===== config.mk =====
export PLATFORM = sky130hd
export DESIGN_NAME = knn_vote
export DESIGN_NICKNAME = d
export VERILOG_FILES = /design/src/rtl/knn_pkg.sv /design/src/rtl/knn_class_tally.sv /design/src/rtl/knn_vote.sv
export SDC_FILE = /design/constraint.sdc
export NUM_CORES = 1
export LEC_CHECK = 0
export CORE_MARGIN = 2
export CORE_UTILIZATION = 51
export CTS_CLUSTER_DIAMETER = 60
export CTS_CLUSTER_SIZE = 30
export DETAILED_ROUTE_END_ITERATION = 8
export HOLD_SLACK_MARGIN = 0.12
export PLACE_DENSITY_LB_ADDON = 0.12
export SYNTH_ARGS = -nofsm -noshare
export SYNTH_HDL_FRONTEND = slang
export SYNTH_HIERARCHICAL = 1
export SYNTH_SLANG_ARGS = --single-unit

===== constraint.sdc =====
create_clock -name clk -period 2.6 [get_ports clk]
set_input_delay 0.26 -clock clk [delete_from_list [all_inputs] [get_ports clk]]
set_output_delay 0.26 -clock clk [all_outputs]
set_load 0.03 [all_outputs]

===== src/rtl/knn_pkg.sv =====
// Shared definitions for the KNN classifier back end: default widths,
// the vote FSM state encoding and the class identifier type.
package knn_pkg;

    localparam int W_DEF      = 16;
    localparam int TYPE_W_DEF = 3;
    localparam int K_DEF      = 5;

    typedef enum logic [1:0] {
        COLLECT = 2'd0,
        TALLY   = 2'd1,
        HOLD    = 2'd2
    } state_t;

    typedef logic [TYPE_W_DEF-1:0] class_t;

endpackage


===== src/rtl/knn_class_tally.sv =====
// Per-class vote counters and first-seen ranks, with one update port
// driven by accepted beats and one combinational read port for the scan.
module knn_class_tally import knn_pkg::*; #(
    parameter int TYPE_W = TYPE_W_DEF,
    parameter int K      = K_DEF,
    parameter int CW     = $clog2(K + 1)
) (
    input  logic              clk,
    input  logic              rst,
    input  logic              clr,
    input  logic              upd,
    input  logic [TYPE_W-1:0] upd_type,
    input  logic [CW-1:0]     upd_idx,
    input  logic [TYPE_W-1:0] sc,
    output logic [CW-1:0]     sc_cnt,
    output logic [CW-1:0]     sc_rank
);

    localparam int NUM_CLASSES = 2 ** TYPE_W;
    localparam logic [CW-1:0] K_C = CW'(K);

    logic [CW-1:0] cnt  [NUM_CLASSES];
    logic [CW-1:0] rank [NUM_CLASSES];

    // A rank of K marks a class not yet seen in the current stream.
    always_ff @(posedge clk) begin
        if (rst || clr) begin
            for (int c = 0; c < NUM_CLASSES; c++) begin
                cnt[c]  <= '0;
                rank[c] <= K_C;
            end
        end else if (upd) begin
            cnt[upd_type] <= cnt[upd_type] + 1'b1;
            if (rank[upd_type] == K_C) begin
                rank[upd_type] <= upd_idx;
            end
        end
    end

    assign sc_cnt  = cnt[sc];
    assign sc_rank = rank[sc];

endmodule


===== src/rtl/knn_vote.sv =====
// Majority vote over the K nearest beats of a sorted distance stream;
// ties go to the class seen first, result held until consumed.
module knn_vote import knn_pkg::*; #(
    parameter int W      = W_DEF,
    parameter int TYPE_W = TYPE_W_DEF,
    parameter int K      = K_DEF,
    parameter int CW     = $clog2(K + 1)
) (
    input  logic              clk,
    input  logic              rst,
    input  logic              in_valid,
    output logic              in_ready,
    input  logic [W-1:0]      in_dist,
    input  logic [TYPE_W-1:0] in_type,
    input  logic              in_last,
    output logic              out_valid,
    input  logic              out_ready,
    output logic [TYPE_W-1:0] out_class,
    output logic [CW-1:0]     out_votes,
    output logic [W-1:0]      out_min_dist
);

    localparam int NUM_CLASSES = 2 ** TYPE_W;
    localparam logic [CW-1:0]     K_C     = CW'(K);
    localparam logic [TYPE_W-1:0] SC_LAST = TYPE_W'(NUM_CLASSES - 1);

    state_t            state;
    logic [CW-1:0]     idx;
    logic [TYPE_W-1:0] sc;
    logic              scan_en;

    logic [CW-1:0]     cnt_rd;
    logic [CW-1:0]     rank_rd;

    logic [CW-1:0]     cnt_p1;
    logic [CW-1:0]     rank_p1;
    logic [TYPE_W-1:0] class_p1;
    logic              vld_p1;
    logic              last_p1;

    logic [CW-1:0]     best_cnt;
    logic [CW-1:0]     best_rank;
    logic [TYPE_W-1:0] best_class;
    logic [W-1:0]      min_dist;

    logic accept;
    logic counted;
    logic handshake;
    logic stream_end;

    function automatic logic [CW-1:0] sat_inc(input logic [CW-1:0] v);
        return (v == K_C) ? v : v + 1'b1;
    endfunction

    function automatic logic beats_best(
        input logic [CW-1:0] c_cnt,
        input logic [CW-1:0] c_rank,
        input logic [CW-1:0] b_cnt,
        input logic [CW-1:0] b_rank
    );
        return (c_cnt > b_cnt) || ((c_cnt == b_cnt) && (c_rank < b_rank));
    endfunction

    assign accept     = in_valid & in_ready;
    assign counted    = accept & (idx < K_C);
    assign handshake  = out_valid & out_ready;
    assign stream_end = accept & in_last & (state == COLLECT);

    knn_class_tally #(
        .TYPE_W (TYPE_W),
        .K      (K),
        .CW     (CW)
    ) u_tally (
        .clk      (clk),
        .rst      (rst),
        .clr      (handshake),
        .upd      (counted),
        .upd_type (in_type),
        .upd_idx  (idx),
        .sc       (sc),
        .sc_cnt   (cnt_rd),
        .sc_rank  (rank_rd)
    );

    always_ff @(posedge clk) begin
        if (rst) begin
            state     <= COLLECT;
            in_ready  <= 1'b1;
            out_valid <= 1'b0;
            idx       <= '0;
            sc        <= '0;
            scan_en   <= 1'b0;
            vld_p1    <= 1'b0;
            last_p1   <= 1'b0;
        end else begin
            vld_p1  <= (state == TALLY) && scan_en;
            last_p1 <= (sc == SC_LAST);
            case (state)
                COLLECT: begin
                    if (accept) begin
                        idx <= sat_inc(idx);
                        if (in_last) begin
                            state    <= TALLY;
                            in_ready <= 1'b0;
                            sc       <= '0;
                            scan_en  <= 1'b1;
                        end
                    end
                end
                TALLY: begin
                    if (scan_en) begin
                        if (sc == SC_LAST) begin
                            scan_en <= 1'b0;
                        end else begin
                            sc <= sc + 1'b1;
                        end
                    end
                    if (vld_p1 && last_p1) begin
                        state     <= HOLD;
                        out_valid <= 1'b1;
                    end
                end
                HOLD: begin
                    if (out_ready) begin
                        state     <= COLLECT;
                        out_valid <= 1'b0;
                        in_ready  <= 1'b1;
                        idx       <= '0;
                    end
                end
                default: begin
                    state <= COLLECT;
                end
            endcase
        end
    end

    // p0 -> p1: register the tally read so the compare sees a stable operand.
    always_ff @(posedge clk) begin
        cnt_p1   <= cnt_rd;
        rank_p1  <= rank_rd;
        class_p1 <= sc;
    end

    // p1: compare against the running best; stream end seeds an empty best.
    always_ff @(posedge clk) begin
        if (rst) begin
            best_cnt   <= '0;
            best_rank  <= K_C;
            best_class <= '0;
            min_dist   <= '0;
        end else begin
            if (stream_end) begin
                best_cnt   <= '0;
                best_rank  <= K_C;
                best_class <= '0;
            end else if (vld_p1 && beats_best(cnt_p1, rank_p1, best_cnt, best_rank)) begin
                best_cnt   <= cnt_p1;
                best_rank  <= rank_p1;
                best_class <= class_p1;
            end
            if (accept && (idx == '0)) begin
                min_dist <= in_dist;
            end
        end
    end

    assign out_class    = best_class;
    assign out_votes    = best_cnt;
    assign out_min_dist = min_dist;

endmodule


==> results.toml <==
[die]
core_sq_um = 8760
die_area_sq_um = 9820
start_util = 0.526
fp.dieH_um = 99.1
die_x_um = 99.1
rows = 34
boundaryPins = 48

[timing]
worst_pin_slew_ns = 0.935
tns_ns = 0
setup_violations = 0
fmax_ghz = 0.426
hold_violations = 0
timing.hold.ws_ns = 0.433
rsz0062_at_grt = "false"
maxSlewHeadroom = 0.376
period_share = 0.903
fin_crit_ns = 2.35
finClkSkew_ns = 0.00645
drv_slew = 0

[critical_path]
cp.required_ns = 2.71
critPathArrivalTime_ns = 2.45
reg2reg_slack_ns = 0.25
start_kind = "primary input"
end_kind = "register"
crit_fanout = 30
path_class = "primary input to register"

[global_routing]
grt_pass1_vias = 3360
grt_max_degree = 31
grt_pass1_wl_um = 16700
grt_overflow_total = 0
antenna_found_initial = 0
grt_use_total = 0.219

[power_and_ir_drop]
irDropWorstVdd_v = 0.000348
sw_frac_of_total = 0.262
p_clk_frac = 0.321
p_comb_frac = 0.146
p_total_mw = 3.13
power_density_nw_per_um2 = 562
power.internal_mw = 2.31
leakagePower_nw = 1.97
power.switching_mw = 0.821
pwr-share-seq = 0.533

[detailed_routing]
drt-pass1-iter-count = 4
num_vias = 3506
met2_length_um = 5030
drt_wl_total_um = 10300
dr.max_layer_used = "met4"
avgRoutedWirePerCell_um = 16.8
drtIter0Drc = 201
route.detailed.drc = 0
met1_length_um = 4650
antenna_left = 0
dr_wl_met3_um = 479
vias_per_cell = 5.71

[placement]
dp_hpwl_um = 7510
gp_congestion = 0.882
port_buffers = 47

[clock_network]
postCtsSetupRepairBufs = 0
ctsResizeCount = 0
cts_buffer_depth = 2
cts-root-buf = "clkbuf_8"
clkTransAtPathRegs_ns = 0.09
ctsHoldBuffers = 0
htree_levels = 3
cts_buffers = 9
cts_tree = "yes"
clock_sinks = 95
clkLatencyLatePin_ns = 0.36

[yosys]
synth_top_area_cell = "edfxtp_1"
yosysUniqueCellTypes = 52
synth_area_leaders = "edfxtp_1 31%, dfxtp_1 20%, mux4_2 7.8%, nand2_1 6.0%, a21oi_1 3.0%"
ys_ff_latch = 95
synth_edf_count = 48
synth_top_area_frac = 0.312
synth_flop_cell = "edfxtp_1"
synth.net_count = 470
syn-cell-area_sq_um = 4610
yosys_warnings = 6
postSynthAreaPerCell_sq_um = 10.6
synth_cells = 435
ys_seq_area_frac = 0.516
async_reset_ff_frac = 0

[finish]
final_common_cell = "nand2_1"
num_antenna_cells = 0
final_cell_mix = "74 x nand2_1, 48 x edfxtp_1, 47 x dfxtp_1, 47 x clkdlybuf4s50_1, 37 x nor2_1"
fin_nets = 536
drive_gt1_frac = 0.168
fin_util = 0.635
area.growth.synth_to_final_pct = 20.6

[outcome]
status = "completed"

[run]
cap_violations = 0

[hold_path]
holdCritPathClass = "primary input to register"
[cell type report]
type / instances / area, sq um
multi-input combinational: 300 / 2050
timing repair buffer: 81 / 738
tap: 108 / 135
sequential: 95 / 2380
fill: 708 / 3200
clock buffer: 10 / 138
inverter: 14 / 52.6
clock inverter: 6 / 66.3
[critical path, stage by stage]
cell	delay [ns]
clkdlybuf4s50_1	0.44
buf_12	0.17
nor2b_1	0.18
a22oi_1	0.21
o2111ai_1	0.12
or3_4	0.53
or4_1	0.53
[Yosys cell counts (all sizes together) (3+ instances only)]
cell type  number
or3             5
nor2b           6
clkbuf         16
nor4            5
o21ai          20
nand2b          4
a31oi           3
buf            10
nand2          74
nor3            4
o211ai          7
edfxtp         48
mux4           16
ha             11
mux2i           6
a21oi          28
a22oi           4
o31ai           4
inv            14
mux2           11
dfxtp          47
nand3          15
or4            11
nor2           37
[final timing paths]
path | startpoint | to | depth (start not counted)
setup / recovery | in_type[1] | u_tally/rank[7][0] | 7
hold / removal | in_dist[7] | out_min_dist[7] | 3
setup reg to reg | idx[1] | u_tally/rank[7][0] | 6
hold reg to reg | class_p1[0] | out_class[0] | 2
[cells by family after synthesis]
| group | synth area share |
|---|---|
| DFF | 0.516 |
| muxes | 0.118 |
| buffers and inverters | 0.0391 |
| xor gates and xnor gates | 0.00190 |
| and+or+nand+nor | 0.191 |
| adders and majority gates | 0.0298 |
| AOI/OAI and AO/OA | 0.104 |
[power by group through the flow]
stage                     combinational (mW)  clock [mW]  sequential [mW]
after CTS                              0.458        1.04             1.67
final                                  0.457        1.00             1.67
after detailed placement               0.455           0             1.70
after floorplan                        0.237           0             1.73
after global routing                   0.498        1.08             1.67
after global placement                 0.447           0             1.70
[state kept, by name, summed over array words and instances, names as in the netlist]
register / flops
idx: 3
out_min_dist: 16
vld_p1: 1
rank_p1: 3
sc: 3
best_rank: 3
class_p1: 3
in_ready: 1
u_tally/cnt: 24
out_class: 3
out_valid: 1
last_p1: 1
out_votes: 3
state: 2
cnt_p1: 3
u_tally/rank: 24
scan_en: 1
[metrics by stage]
| stage | setup WS [ns] | cells | instance area, sq um |
|---|---|---|---|
| final | 0.252 | 614 | 5560 |
| after global routing | 0.0396 | 614 | 5560 |
| after CTS | 0.269 | 614 | 5560 |
| after detailed placement | -0.119 | 598 | 5360 |
| after global placement | -0.0827 | 598 | 5360 |
| after floorplan | 0.0688 | 435 | 4610 |
[layer usage]
metal | global-route usage | vias up
met5 | 0 | -
met4 | 0.0811 | 0
met3 | 0.0281 | 14
met2 | 0.360 | 87
met1 | 0.299 | 1685
li1 | - | 1720
Note: power is estimated with default switching activity, not from simulation.
